--- src/rtl/sb_pkg.sv ---
// Shared types and helpers for the store buffer.
//   sb_entry_t  : one buffered word store (valid bit, word address, data)
//   sb_state_t  : drain FSM state encoding (IDLE / ISSUE)
//   word_match  : word-granular address compare (byte offset already dropped)
package sb_pkg;

    localparam int SB_ADDR_W = 32;
    localparam int SB_DATA_W = 32;

    typedef struct packed {
        logic                   valid;
        logic [SB_ADDR_W-1:2]   waddr;
        logic [SB_DATA_W-1:0]   data;
    } sb_entry_t;

    typedef logic [0:0] sb_state_t;
    localparam sb_state_t IDLE  = 1'b0;
    localparam sb_state_t ISSUE = 1'b1;

    function automatic logic word_match(input logic [SB_ADDR_W-1:2] a,
                                        input logic [SB_ADDR_W-1:2] b);
        return a == b;
    endfunction

endpackage

--- src/rtl/sb_forward_lookup.sv ---
// Youngest-match search over the store buffer entry ring.
// Walks the occupied slots from head (oldest) to head+count-1 (youngest);
// the last valid match wins, so the result is the youngest matching store.
//   entries    : whole entry array, index = ring slot
//   head/count : occupied window of the ring
//   probe_waddr: word address being looked up
//   mask_head  : ignore the head slot (used while the head is being issued)
//   hit/idx/data : match found, its slot, and its data (0 when no hit)
module sb_forward_lookup
    import sb_pkg::*;
#(
    parameter int DEPTH = 4,
    parameter int PTR_W = $clog2(DEPTH)
) (
    input  sb_entry_t [DEPTH-1:0]   entries,
    input  logic [PTR_W-1:0]        head,
    input  logic [PTR_W:0]          count,
    input  logic [SB_ADDR_W-1:2]    probe_waddr,
    input  logic                    mask_head,
    output logic                    hit,
    output logic [PTR_W-1:0]        idx,
    output logic [SB_DATA_W-1:0]    data
);

    logic [PTR_W-1:0] pos;

    always_comb begin
        hit  = 1'b0;
        idx  = '0;
        data = '0;
        pos  = '0;
        for (int k = 0; k < DEPTH; k++) begin
            pos = head + PTR_W'(k);
            if ((PTR_W+1)'(k) < count && !(mask_head && k == 0) &&
                entries[pos].valid && word_match(entries[pos].waddr, probe_waddr)) begin
                hit  = 1'b1;
                idx  = pos;
                data = entries[pos].data;
            end
        end
    end

endmodule

--- src/rtl/store_buffer.sv ---
// Write-coalescing store buffer between commit and the data cache.
// Committed word stores are queued (or merged into an existing entry for the
// same word) and drained to the cache whenever the cache and the load port
// are free. Loads get combinational forwarding from the youngest match.
//
// Ports:
//   clk, reset (async, active-low)
//   st_valid/st_addr/st_data/st_ready : store push
//   ld_valid/ld_addr -> ld_hit/ld_data : forwarding probe
//   ld_cache_req, dc_busy : drain inhibits
//   dc_done               : cache accepted the current write
//   dc_write/dc_address/dc_writedata : write request to the cache
//   count/empty           : occupancy
//   dbg_state             : drain FSM state
//
// Handshake: a store transfers on any clock edge where st_valid && st_ready;
// st_ready depends only on registered occupancy, never on st_valid. On the
// cache side a write is outstanding while dc_write is high; address/data stay
// fixed until the cycle dc_done is seen, and are never withdrawn early.
module store_buffer
    import sb_pkg::*;
#(
    parameter int DEPTH  = 4,
    parameter int ADDR_W = SB_ADDR_W,
    parameter int DATA_W = SB_DATA_W
) (
    input  logic                        clk,
    input  logic                        reset,
    input  logic                        st_valid,
    input  logic [ADDR_W-1:0]           st_addr,
    input  logic [DATA_W-1:0]           st_data,
    output logic                        st_ready,
    input  logic                        ld_valid,
    input  logic [ADDR_W-1:0]           ld_addr,
    output logic                        ld_hit,
    output logic [DATA_W-1:0]           ld_data,
    input  logic                        ld_cache_req,
    input  logic                        dc_busy,
    input  logic                        dc_done,
    output logic                        dc_write,
    output logic [ADDR_W-1:0]           dc_address,
    output logic [DATA_W-1:0]           dc_writedata,
    output logic [$clog2(DEPTH):0]      count,
    output logic                        empty,
    output sb_state_t                   dbg_state
);

    localparam int PTR_W = $clog2(DEPTH);
    localparam int CNT_W = PTR_W + 1;

    sb_entry_t [DEPTH-1:0]  entries;
    logic [PTR_W-1:0]       head;
    logic [PTR_W-1:0]       tail;
    sb_state_t              state;
    sb_state_t              state_next;
    logic [CNT_W-1:0]       count_next;

    logic                   push;
    logic                   pop;
    logic                   alloc;

    logic                   mrg_hit;
    logic [PTR_W-1:0]       mrg_idx;
    logic [DATA_W-1:0]      mrg_data;

    logic                   fwd_hit;
    logic [PTR_W-1:0]       fwd_idx;
    logic [DATA_W-1:0]      fwd_data;

    // Byte offsets never participate in word matching.
    logic                   unused_bits;
    assign unused_bits = ^{st_addr[1:0], ld_addr[1:0], mrg_data, fwd_idx};

    // Merge search: the head is masked while it is being issued so the data
    // the cache sees cannot change under it; such a store allocates instead.
    sb_forward_lookup #(.DEPTH(DEPTH)) u_merge_lookup (
        .entries     (entries),
        .head        (head),
        .count       (count),
        .probe_waddr (st_addr[ADDR_W-1:2]),
        .mask_head   (state == ISSUE),
        .hit         (mrg_hit),
        .idx         (mrg_idx),
        .data        (mrg_data)
    );

    sb_forward_lookup #(.DEPTH(DEPTH)) u_fwd_lookup (
        .entries     (entries),
        .head        (head),
        .count       (count),
        .probe_waddr (ld_addr[ADDR_W-1:2]),
        .mask_head   (1'b0),
        .hit         (fwd_hit),
        .idx         (fwd_idx),
        .data        (fwd_data)
    );

    assign st_ready = (count < CNT_W'(DEPTH));
    assign empty    = (count == '0);
    assign push     = st_valid && st_ready;
    assign alloc    = push && !mrg_hit;
    assign pop      = (state == ISSUE) && dc_done;

    assign count_next = count + CNT_W'(alloc) - CNT_W'(pop);

    assign ld_hit  = ld_valid && fwd_hit;
    assign ld_data = ld_hit ? fwd_data : '0;

    // Write request is a straight decode of the state flop; the head entry
    // cannot be modified while issuing, so address/data are stable.
    assign dc_write     = (state == ISSUE);
    assign dc_address   = dc_write ? {entries[head].waddr, 2'b00} : '0;
    assign dc_writedata = dc_write ? entries[head].data : '0;
    assign dbg_state    = state;

    always_comb begin
        state_next = state;
        case (state)
            IDLE: begin
                if (count != '0 && !ld_cache_req && !dc_busy)
                    state_next = ISSUE;
            end
            ISSUE: begin
                // Keep issuing back-to-back only if something remains behind
                // the entry being popped and nothing inhibits the drain.
                if (dc_done) begin
                    if (count > CNT_W'(1) && !ld_cache_req && !dc_busy)
                        state_next = ISSUE;
                    else
                        state_next = IDLE;
                end
            end
            default: state_next = IDLE;
        endcase
    end

    always_ff @(posedge clk or negedge reset) begin
        if (!reset) begin
            entries <= '0;
            head    <= '0;
            tail    <= '0;
            count   <= '0;
            state   <= IDLE;
        end else begin
            // Pop and allocate never touch the same slot: pop needs count>0,
            // allocate needs count<DEPTH, so tail != head whenever both fire.
            if (pop) begin
                entries[head].valid <= 1'b0;
                head                <= head + PTR_W'(1);
            end
            if (push) begin
                if (mrg_hit) begin
                    entries[mrg_idx].data <= st_data;
                end else begin
                    entries[tail] <= '{valid: 1'b1,
                                       waddr: st_addr[ADDR_W-1:2],
                                       data:  st_data};
                    tail          <= tail + PTR_W'(1);
                end
            end
            count <= count_next;
            state <= state_next;
        end
    end

    always_ff @(posedge clk) begin
        if (reset)
            assert (count <= CNT_W'(DEPTH));
    end

endmodule

--- config.mk ---
export PLATFORM = sky130hd
export DESIGN_NAME = store_buffer
export DESIGN_NICKNAME = d
export VERILOG_FILES = /design/src/rtl/sb_pkg.sv /design/src/rtl/sb_forward_lookup.sv /design/src/rtl/store_buffer.sv
export SDC_FILE = /design/constraint.sdc
export NUM_CORES = 1
export LEC_CHECK = 0
export CELL_PAD_IN_SITES_DETAIL_PLACEMENT = 0
export CELL_PAD_IN_SITES_GLOBAL_PLACEMENT = 1
export CORE_MARGIN = 2
export CORE_UTILIZATION = 35
export CTS_CLUSTER_DIAMETER = 60
export CTS_CLUSTER_SIZE = 20
export DETAILED_ROUTE_END_ITERATION = 10
export PLACE_DENSITY = 0.67
export SETUP_SLACK_MARGIN = 0.02
export SLEW_MARGIN = 20
export SYNTH_ARGS = -nofsm -noshare
export SYNTH_HDL_FRONTEND = slang
export SYNTH_SLANG_ARGS = --single-unit
export TNS_END_PERCENT = 100
--- constraint.sdc ---
create_clock -name clk -period 7.7 [get_ports clk]
set_input_delay 0.77 -clock clk [delete_from_list [all_inputs] [get_ports clk]]
set_output_delay 0.77 -clock clk [all_outputs]
set_load 0.1 [all_outputs]
==> impl_results.md, run 1 <==
* Status: finished, final reports clean
* CP Class: flip-flop to output port
* IO Port Bufs at 200
* CP cell instances: buf_4 -> mux4_2 -> a21boi_0 -> nand4_1 -> or4_1 -> nor4_4 -> buf_6 -> buf_12 -> nand2_1 -> mux2i_1 -> mux2_1 -> nand2_1 -> a21oi_1 -> buf_12
* Setup tns final at 0 ps
* Vias in the first global route at 15819
* Crit path launch: head[1]
* Syn Inst Count at 1758
* Initial Util at 35.5%
* FF+latch count, synth at 260
* Vias at 15698
* Family with the most delay on the worst path: simple AND/OR/NAND/NOR gates
* # fillers at 5875
* Fmax at 148 MHz
* Initial antenna violation count at 2
* Arrival time at the worst endpoint at 6000 ps
* Number of synthesized flops with an enable pin at 0
* Setup bufs post-CTS at 0
* Hold Slack at 170 ps
* Gr usage total at 21.5%
* Die area at 0.0649 mm^2
* Final Hold Fails at 0
* Post-Synthesis Cell Area at 0.0220 mm^2
* Average size of a mapped cell at 12.5 um^2
* Clock skew at 27.2 ps
* Critical Path RT at 6930 ps
* Post-synthesis sequential area ratio at 29.6%
* Worst-Margin Slew at 1130 ps
* Relative slew slack at 24.6%
* Area Growth Syn to Fin at 18.0%
* I/O Pins at 207
* Startpoint Class: flip-flop
* Fin nets at 1977
* Max cap viols at 0
* Die Wd at 255 um
* Placer Congestion at 0.947
* Pin count of the biggest net entering global routing at 153
* Most frequent cells in the layout: dfrtp_1 (257), mux4_2 (227), xnor2_1 (177)
* Clock period minus worst slack at 6770 ps
* Largest fanout on the critical path at 47
* Hold crit path type: input port to asynchronous set/reset pin
* First-pass GRT wire length at 104 mm
* Remaining global-route overflow at 0
* Util after Layout at 41.9%
* Total Wirelength at 69.4 mm
* H-tree Lvls at 2
* Commonest non-fill, non-tap cell in the layout: dfrtp_1
* Post-detailed-route count of antenna-violating nets at 0
* Reg clk slew, reported paths at 60 ps
* RSZ-0062 raised after global routing: no
* Slew Viols, Final at 0
* CTS Hold Bufs at 0
* Clk_lat worst skew at 550 ps
* TritonCTS clock tree: yes
* Async set-reset flop share out of synthesis at 100%
* Slowest CP cell: nor4_4
* CTS resizes at 0
* Setup crit end kind: output port
* CORE AREA at 0.0619 mm^2
* Final setup vio count at 0
* Reg2reg start: head[1]
* Routed vias/inst at 5.76
* Clk sink count at 260
* Drt pass-1 iters at 5
* Total number of yosys warnings at 0
* Post-synth top flop: dfrtp_1
* CTS Buf Count at 34
* Clock tree buffer depth at 3
* WL/cell at 25.5 um
* Die Y-Extent at 255 um
* Period utilisation layout at 87.9%
* CP max stage delay at 810 ps
* Buf+Inv Stages, Crit Path at 4
* DRT iter0 DRCs at 1155
* FP Rows at 91
* Layout cells sized above 1 at 31.5%
* Drc violations at 0
* DP HPWL at 48.0 mm
* CTS root buf: clkbuf_16
* Distinct cells, synth at 73
[flip-flops by register name (all words and copies together), names as in the netlist]
signal     flops
entries      252
count          3
head           2
tail           2
dbg_state      1
[logic make-up after synthesis]
group | synth area share [%]
xor+xnor | 9.15
compound gates | 3.50
other cells | 0.0170
buf+inv | 5.21
flops | 29.6
simple gates | 7.55
mux | 44.2
fa+ha+maj | 0.773
[layer usage]
| layer | vias to the layer above | track usage [%] | wire, um |
|---|---|---|---|
| li1 | 6808 | - | - |
| met5 | - | 0 | 26 |
| met4 | 4 | 6.88 | 2070 |
| met2 | 504 | 35.5 | 33600 |
| met3 | 104 | 3.25 | 3760 |
| met1 | 8278 | 29.0 | 30000 |
[synth_stat cells, types with 2 or more instances]
cell       number  area [um^2]
a2111oi_0       3         26.3
a211oi_1        3         22.5
a21o_1          6         45.0
a21oi_1        37          185
a221oi_1        3         26.3
a22oi_1         6         45.0
a2bb2oi_4       2         52.6
a32o_1          2         20.0
and2_0          2         12.5
and2_1         67          419
buf_1          18         67.6
buf_12          3         60.1
buf_2          34          170
buf_4          23          173
buf_6          17          191
buf_8           2         30.0
clkbuf_1       70          263
dfrtp_1       260         6510
ha_1           12          150
inv_1          50          188
mux2_1         69          777
mux2_2        156         1760
mux2_4         60          901
mux2i_1       119         1190
mux4_2        227         5110
nand2_1        84          315
nand3_1        41          205
nand4_1        43          269
nor2_1         13         48.8
nor2b_1         4         25.0
nor3_1         12         60.1
nor4_1         15         93.8
nor4_2          4         50.1
o2111ai_1       3         26.3
o21ai_0        13         65.1
o21ai_1         2         10.0
o22ai_1         4         25.0
or3_1           2         12.5
or4_1           5         37.5
xnor2_1       177         1550
xor2_1         53          464
[final timing paths]
check	slack, ps	endpoint	cells after the start
hold / removal	170	entries[133]	1
max in group asynchronous	6170	head[1]	2
setup reg to reg	1620	entries[66]	15
min in group clk	550	entries[62]	1
setup / recovery	930	ld_data[29]	14
hold reg to reg	550	entries[62]	1
[cell type report]
| cell class | count | area, um^2 | share of cell area, % |
|---|---|---|---|
| antenna | 1 | 2.50 | 0.00963 |
| clock buffer | 43 | 926 | 3.56 |
| clock inverter | 17 | 228 | 0.877 |
| inverter | 51 | 191 | 0.737 |
| multi-input combinational | 1281 | 14400 | 55.4 |
| sequential | 260 | 6520 | 25.1 |
| tap | 837 | 1050 | 4.03 |
| timing repair buffer | 233 | 2660 | 10.3 |
[per-stage QoR]
step	setup WS (ps)	instance area, um^2	cells
floorplan	1130	22000	1759
global placement	1420	24800	2661
detailed placement	1540	24800	2662
CTS	926	26000	2722
global route	813	26000	2722
finish	931	26000	2723
Power of run 1 is not shown: default switching activity piles up to over one toggle a cycle in this logic, so the estimate is an artifact.
==> inputs of run 2 (changes only) <==
--- a/config.mk
+++ b/config.mk
@@ -9,7 +9,6 @@
 export CELL_PAD_IN_SITES_GLOBAL_PLACEMENT = 1
 export CORE_MARGIN = 2
 export CORE_UTILIZATION = 35
-export CTS_CLUSTER_DIAMETER = 60
 export CTS_CLUSTER_SIZE = 20
 export DETAILED_ROUTE_END_ITERATION = 10
 export PLACE_DENSITY = 0.67
==> run 2 against run 1 <==
Against the previous run: worst hold slack worse by 4.3 ps; sequential share of layout area barely moved; fmax is 0.58% higher; routed wire length grew 0.18%; via count fell by 0.41%; non-clock buffer count is the same; register-to-register slack got worse by 80 ps; critical path type unchanged; largest cell class unchanged; highest routed layer unchanged.
==> impl_results.md, run 2 (same netlist as run 1, synthesis figures left out) <==
* Status: finished, final reports clean
* Placer Congestion at 0.947
* Slowest CP cell: nor4_4
* DRT iter0 DRCs at 1052
* FP Rows at 91
* Largest fanout on the critical path at 47
* Arrival time at the worst endpoint at 5960 ps
* Total Wirelength at 69.6 mm
* Clk sink count at 260
* Die Wd at 255 um
* CTS Buf Count at 35
* Clock tree buffer depth at 3
* Reg clk slew, reported paths at 60 ps
* Layout cells sized above 1 at 31.4%
* RSZ-0062 raised after global routing: no
* CTS root buf: clkbuf_16
* Largest regs: entries (252), count (3)
* Final setup vio count at 0
* Setup tns final at 0 ps
* Relative slew slack at 25.1%
* Die area at 0.0649 mm^2
* Setup bufs post-CTS at 0
* Reg2reg start: head[1]
* Clock skew at 30.0 ps
* Most flop-heavy register: entries
* TritonCTS clock tree: yes
* Vias at 15633
* Clock period minus worst slack at 6730 ps
* Antenna cells at 0
* Max FFs per register at 252
* Remaining global-route overflow at 0
* Gr usage total at 21.5%
* Post-detailed-route count of antenna-violating nets at 0
* CP cell instances: buf_4 -> mux4_2 -> a21boi_0 -> nand4_1 -> or4_1 -> nor4_4 -> buf_6 -> buf_12 -> nand2_1 -> mux2i_1 -> mux2_1 -> nand2_1 -> a21oi_1 -> buf_12
* Clk_lat worst skew at 560 ps
* First-pass GRT wire length at 104 mm
* CP max stage delay at 840 ps
* WL/cell at 25.5 um
* Vias in the first global route at 15700
* Hold crit path type: input port to asynchronous set/reset pin
* Startpoint Class: flip-flop
* CTS resizes at 0
* Routed vias/inst at 5.74
* Fin nets at 1978
* Crit path launch: head[1]
* CTS Hold Bufs at 0
* Setup ws final at 969 ps
* Placement Setup Slack at 1540 ps
* Commonest non-fill, non-tap cell in the layout: dfrtp_1
* Drt pass-1 iters at 5
* Initial antenna violation count at 3
* Setup crit end kind: output port
* CP Class: flip-flop to output port
* Die Y-Extent at 255 um
* DP HPWL at 48.0 mm
* Pin count of the biggest net entering global routing at 153
* CORE AREA at 0.0619 mm^2
* Drc violations at 0
* Slew Viols, Final at 0
* Fmax at 149 MHz
* Worst-Margin Slew at 1120 ps
* Critical Path RT at 6930 ps
* I/O Pins at 207
* Max cap viols at 0
* Area Growth Syn to Fin at 18.1%
* Period utilisation layout at 87.4%
* H-tree Lvls at 2
* Initial Util at 35.5%
* IO Port Bufs at 200
* Most frequent cells in the layout: dfrtp_1 (257), mux4_2 (227), xnor2_1 (177)
* Final Hold Fails at 0
## run 2: final timing paths
check	end	slack, ps	depth (start not counted)
min in group clk	entries[62]	550	1
max in group asynchronous	head[1]	6150	2
min reg2reg	entries[62]	550	1
max reg2reg	entries[190]	1540	14
max	ld_data[29]	970	14
min	entries[8]	170	1
## run 2: per-layer routing
layer,wire length [um],up-vias,global-route usage [%]
li1,-,6814,-
met1,29900,8168,28.8
met2,33300,537,35.5
met3,4070,108,3.60
met4,2230,6,7.13
met5,59,-,0
## run 2: layout make-up
type,instances,area [um^2]
well taps,837,1050
flip-flops and latches,260,6520
inverters,51,191
clock buffers,48,975
fillers,5845,35900
clock inverters,14,195
multi-input cells,1281,14400
repair buffers,233,2660
## run 2: per-stage QoR
stage / util (%) / instances / hold slack (ps) / instance area (um^2)
after floorplan: - / 1759 / 474 / 22000
after global placement: 40.1 / 2661 / 530 / 24800
after detailed placement: 40.1 / 2662 / 534 / 24800
after CTS: 42.0 / 2724 / 174 / 26000
after global routing: 42.0 / 2724 / 182 / 26000
final: 42.0 / 2724 / 166 / 26000
## run 2: worst max-delay path, delay by kind of cell (launching register included)
family                 cells  cell delay [ps]
muxes                      3              600
AOI/OAI and AO/OA          2             1040
and+or+nand+nor            5             1740
DFF                        1              690
buffers and inverters      4             1320
Power of run 2 is left out for the same reason.
==> inputs of run 3 (changes only) <==
--- a/config.mk
+++ b/config.mk
@@ -11,6 +11,7 @@
 export CORE_UTILIZATION = 35
 export CTS_CLUSTER_SIZE = 20
 export DETAILED_ROUTE_END_ITERATION = 10
+export GPL_TIMING_DRIVEN = 0
 export PLACE_DENSITY = 0.67
 export SETUP_SLACK_MARGIN = 0.02
 export SLEW_MARGIN = 20
==> run 3 against run 2 <==
Against the previous run: via count is 8.3% higher; critical endpoint is now ld_data[28]; first-iteration DRC count is 22% higher; flip-flop and latch count stayed put; worst hold slack better by 14 ps; count of clock-buffer cells in the layout stayed put; core utilization is 0.056 points higher; global-route usage is 5.5 points higher.
==> impl_results.md, run 3 (same netlist as run 1, synthesis figures left out) <==
* TritonCTS clock tree: yes
* IO Port Bufs at 171
* Final setup vio count at 0
* DRT iter0 DRCs at 1285
* First-pass GRT wire length at 125 mm
* Fin nets at 2089
* Hold crit path type: input port to asynchronous set/reset pin
* Area of the multi-input gates at 0.0144 mm^2
* Placement Setup Slack at -1660 ps
* Vias in the first global route at 17253
* Remaining global-route overflow at 0
* Clock period minus worst slack at 7550 ps
* Setup ws final at 150 ps
* Initial Util at 35.5%
* Fmax at 132 MHz
* Largest regs: entries (252), count (3)
* Reg area at 0.00651 mm^2
* Pin count of the biggest net entering global routing at 96
* FP Rows at 91
* Layout cells sized above 1 at 32.5%
* Most frequent cells in the layout: dfrtp_1 (260), mux4_2 (227), xnor2_1 (177)
* CORE AREA at 0.0619 mm^2
* Vias at 16929
* Reg clk slew, reported paths at 50 ps
* # fillers at 5885
* Area Growth Syn to Fin at 18.2%
* Clk_lat worst skew at 570 ps
* Drt pass-1 iters at 5
* CTS root buf: clkbuf_16
* RSZ-0062 raised after global routing: yes
* DP HPWL at 65.8 mm
* I/O Pins at 207
* Most flop-heavy register: entries
* CTS Buf Count at 35
* Arrival time at the worst endpoint at 6780 ps
* Startpoint Class: flip-flop
* Drc violations at 0
* Die area at 0.0649 mm^2
* WL/cell at 31.0 um
* Util after Layout at 42.0%
* Final Hold Fails at 0
* Slew Viols, Final at 0
* CP Class: flip-flop to output port
* Initial antenna violation count at 2
* Period utilisation layout at 98.1%
* Routed vias/inst at 5.97
* Max FFs per register at 252
* Clock skew at 23.8 ps
* Max cap viols at 0
* Setup crit end kind: output port
* Clock tree buffer depth at 3
* Setup tns final at 0 ps
* Status: finished, final reports clean
* Total Wirelength at 87.8 mm
* Gr usage total at 27.0%
* Critical Path RT at 6930 ps
* Die Wd at 255 um
* Placer Congestion at 0.970
* CTS Hold Bufs at 0
* Worst-Margin Slew at 1170 ps
* Post-detailed-route count of antenna-violating nets at 0
* Largest fanout on the critical path at 11
* Clk sink count at 260
* Relative slew slack at 21.2%
* H-tree Lvls at 2
* Commonest non-fill, non-tap cell in the layout: dfrtp_1
* Die Y-Extent at 255 um
## run 3: changes by cell type in the layout (fill, tap and decap cells not counted), moves of 3 or more
cell,change
buf_6,+21
clkbuf_4,+3
and2_2,-3
mux2i_1,-3
mux2i_2,+3
buf_12,-35
clkbuf_1,+63
clkdlybuf4s50_1,-29
clkbuf_2,+6
buf_4,+20
dfrtp_1,+3
buf_1,+18
buf_2,+38
## run 3: worst max-delay path, stage by stage, from the launching register on
cell and delay (ps):
dfrtp_1 420, buf_6 240, buf_8 240, clkinv_2 260, buf_2 320, buf_4 280
ha_1 300, buf_2 180, buf_6 260, buf_6 290, mux4_2 610, xnor2_1 220
nand4_1 210, nor4_2 430, nand4_1 120, buf_4 200, buf_2 260, nand4b_1 160
nand2_1 200, buf_2 260, a21oi_1 330, buf_4 360
## run 3: what timing repair did
item,4_1_cts,5_1_grt
pin swaps,3,0
endpoints found under the setup margin,33,33
setup buffers,6,0
resized for setup,197,12
## run 3: path summary, 6_finish.rpt
kind                             startpoint            to  slack (ps)  cells after the start
worst max-delay path                head[0]   ld_data[28]         150                     21
worst min-delay path                  reset    entries[8]         180                      1
worst max register to register      head[0]  entries[235]         690                     21
worst min register to register  entries[66]   entries[66]         560                      1
max in group asynchronous             reset  entries[164]        6540                      2
min in group clk                entries[66]   entries[66]         560                      1
## run 3: through the flow
stage	hold WS (ps)	instance area, um^2	instances
after floorplan	474	22000	1759
after global placement	529	24800	2767
after detailed placement	548	24800	2769
after CTS	206	26000	2834
after global routing	241	26000	2834
final	180	26000	2835
## run 3: layer usage
metal  global-route usage (%)  vias up  part of all wire [%]
met5                    0.902        -                  0.13
met4                     10.8        6                   4.3
met3                     4.64      167                   7.0
met2                     45.1      808                    48
met1                     34.9     8916                    40
li1                         -     7032                     -
## run 3: final cells by class
class                      count  share of cell area [%]
antenna                        1                 0.00961
buffer                       165                    3.74
clock buffer                  48                    3.75
clock inverter                13                   0.702
inverter                      51                   0.740
multi-input combinational   1281                    55.4
sequential                   260                    25.0
tap                          837                    4.02
timing repair buffer         179                    6.69
Power of run 3 is left out for the same reason.
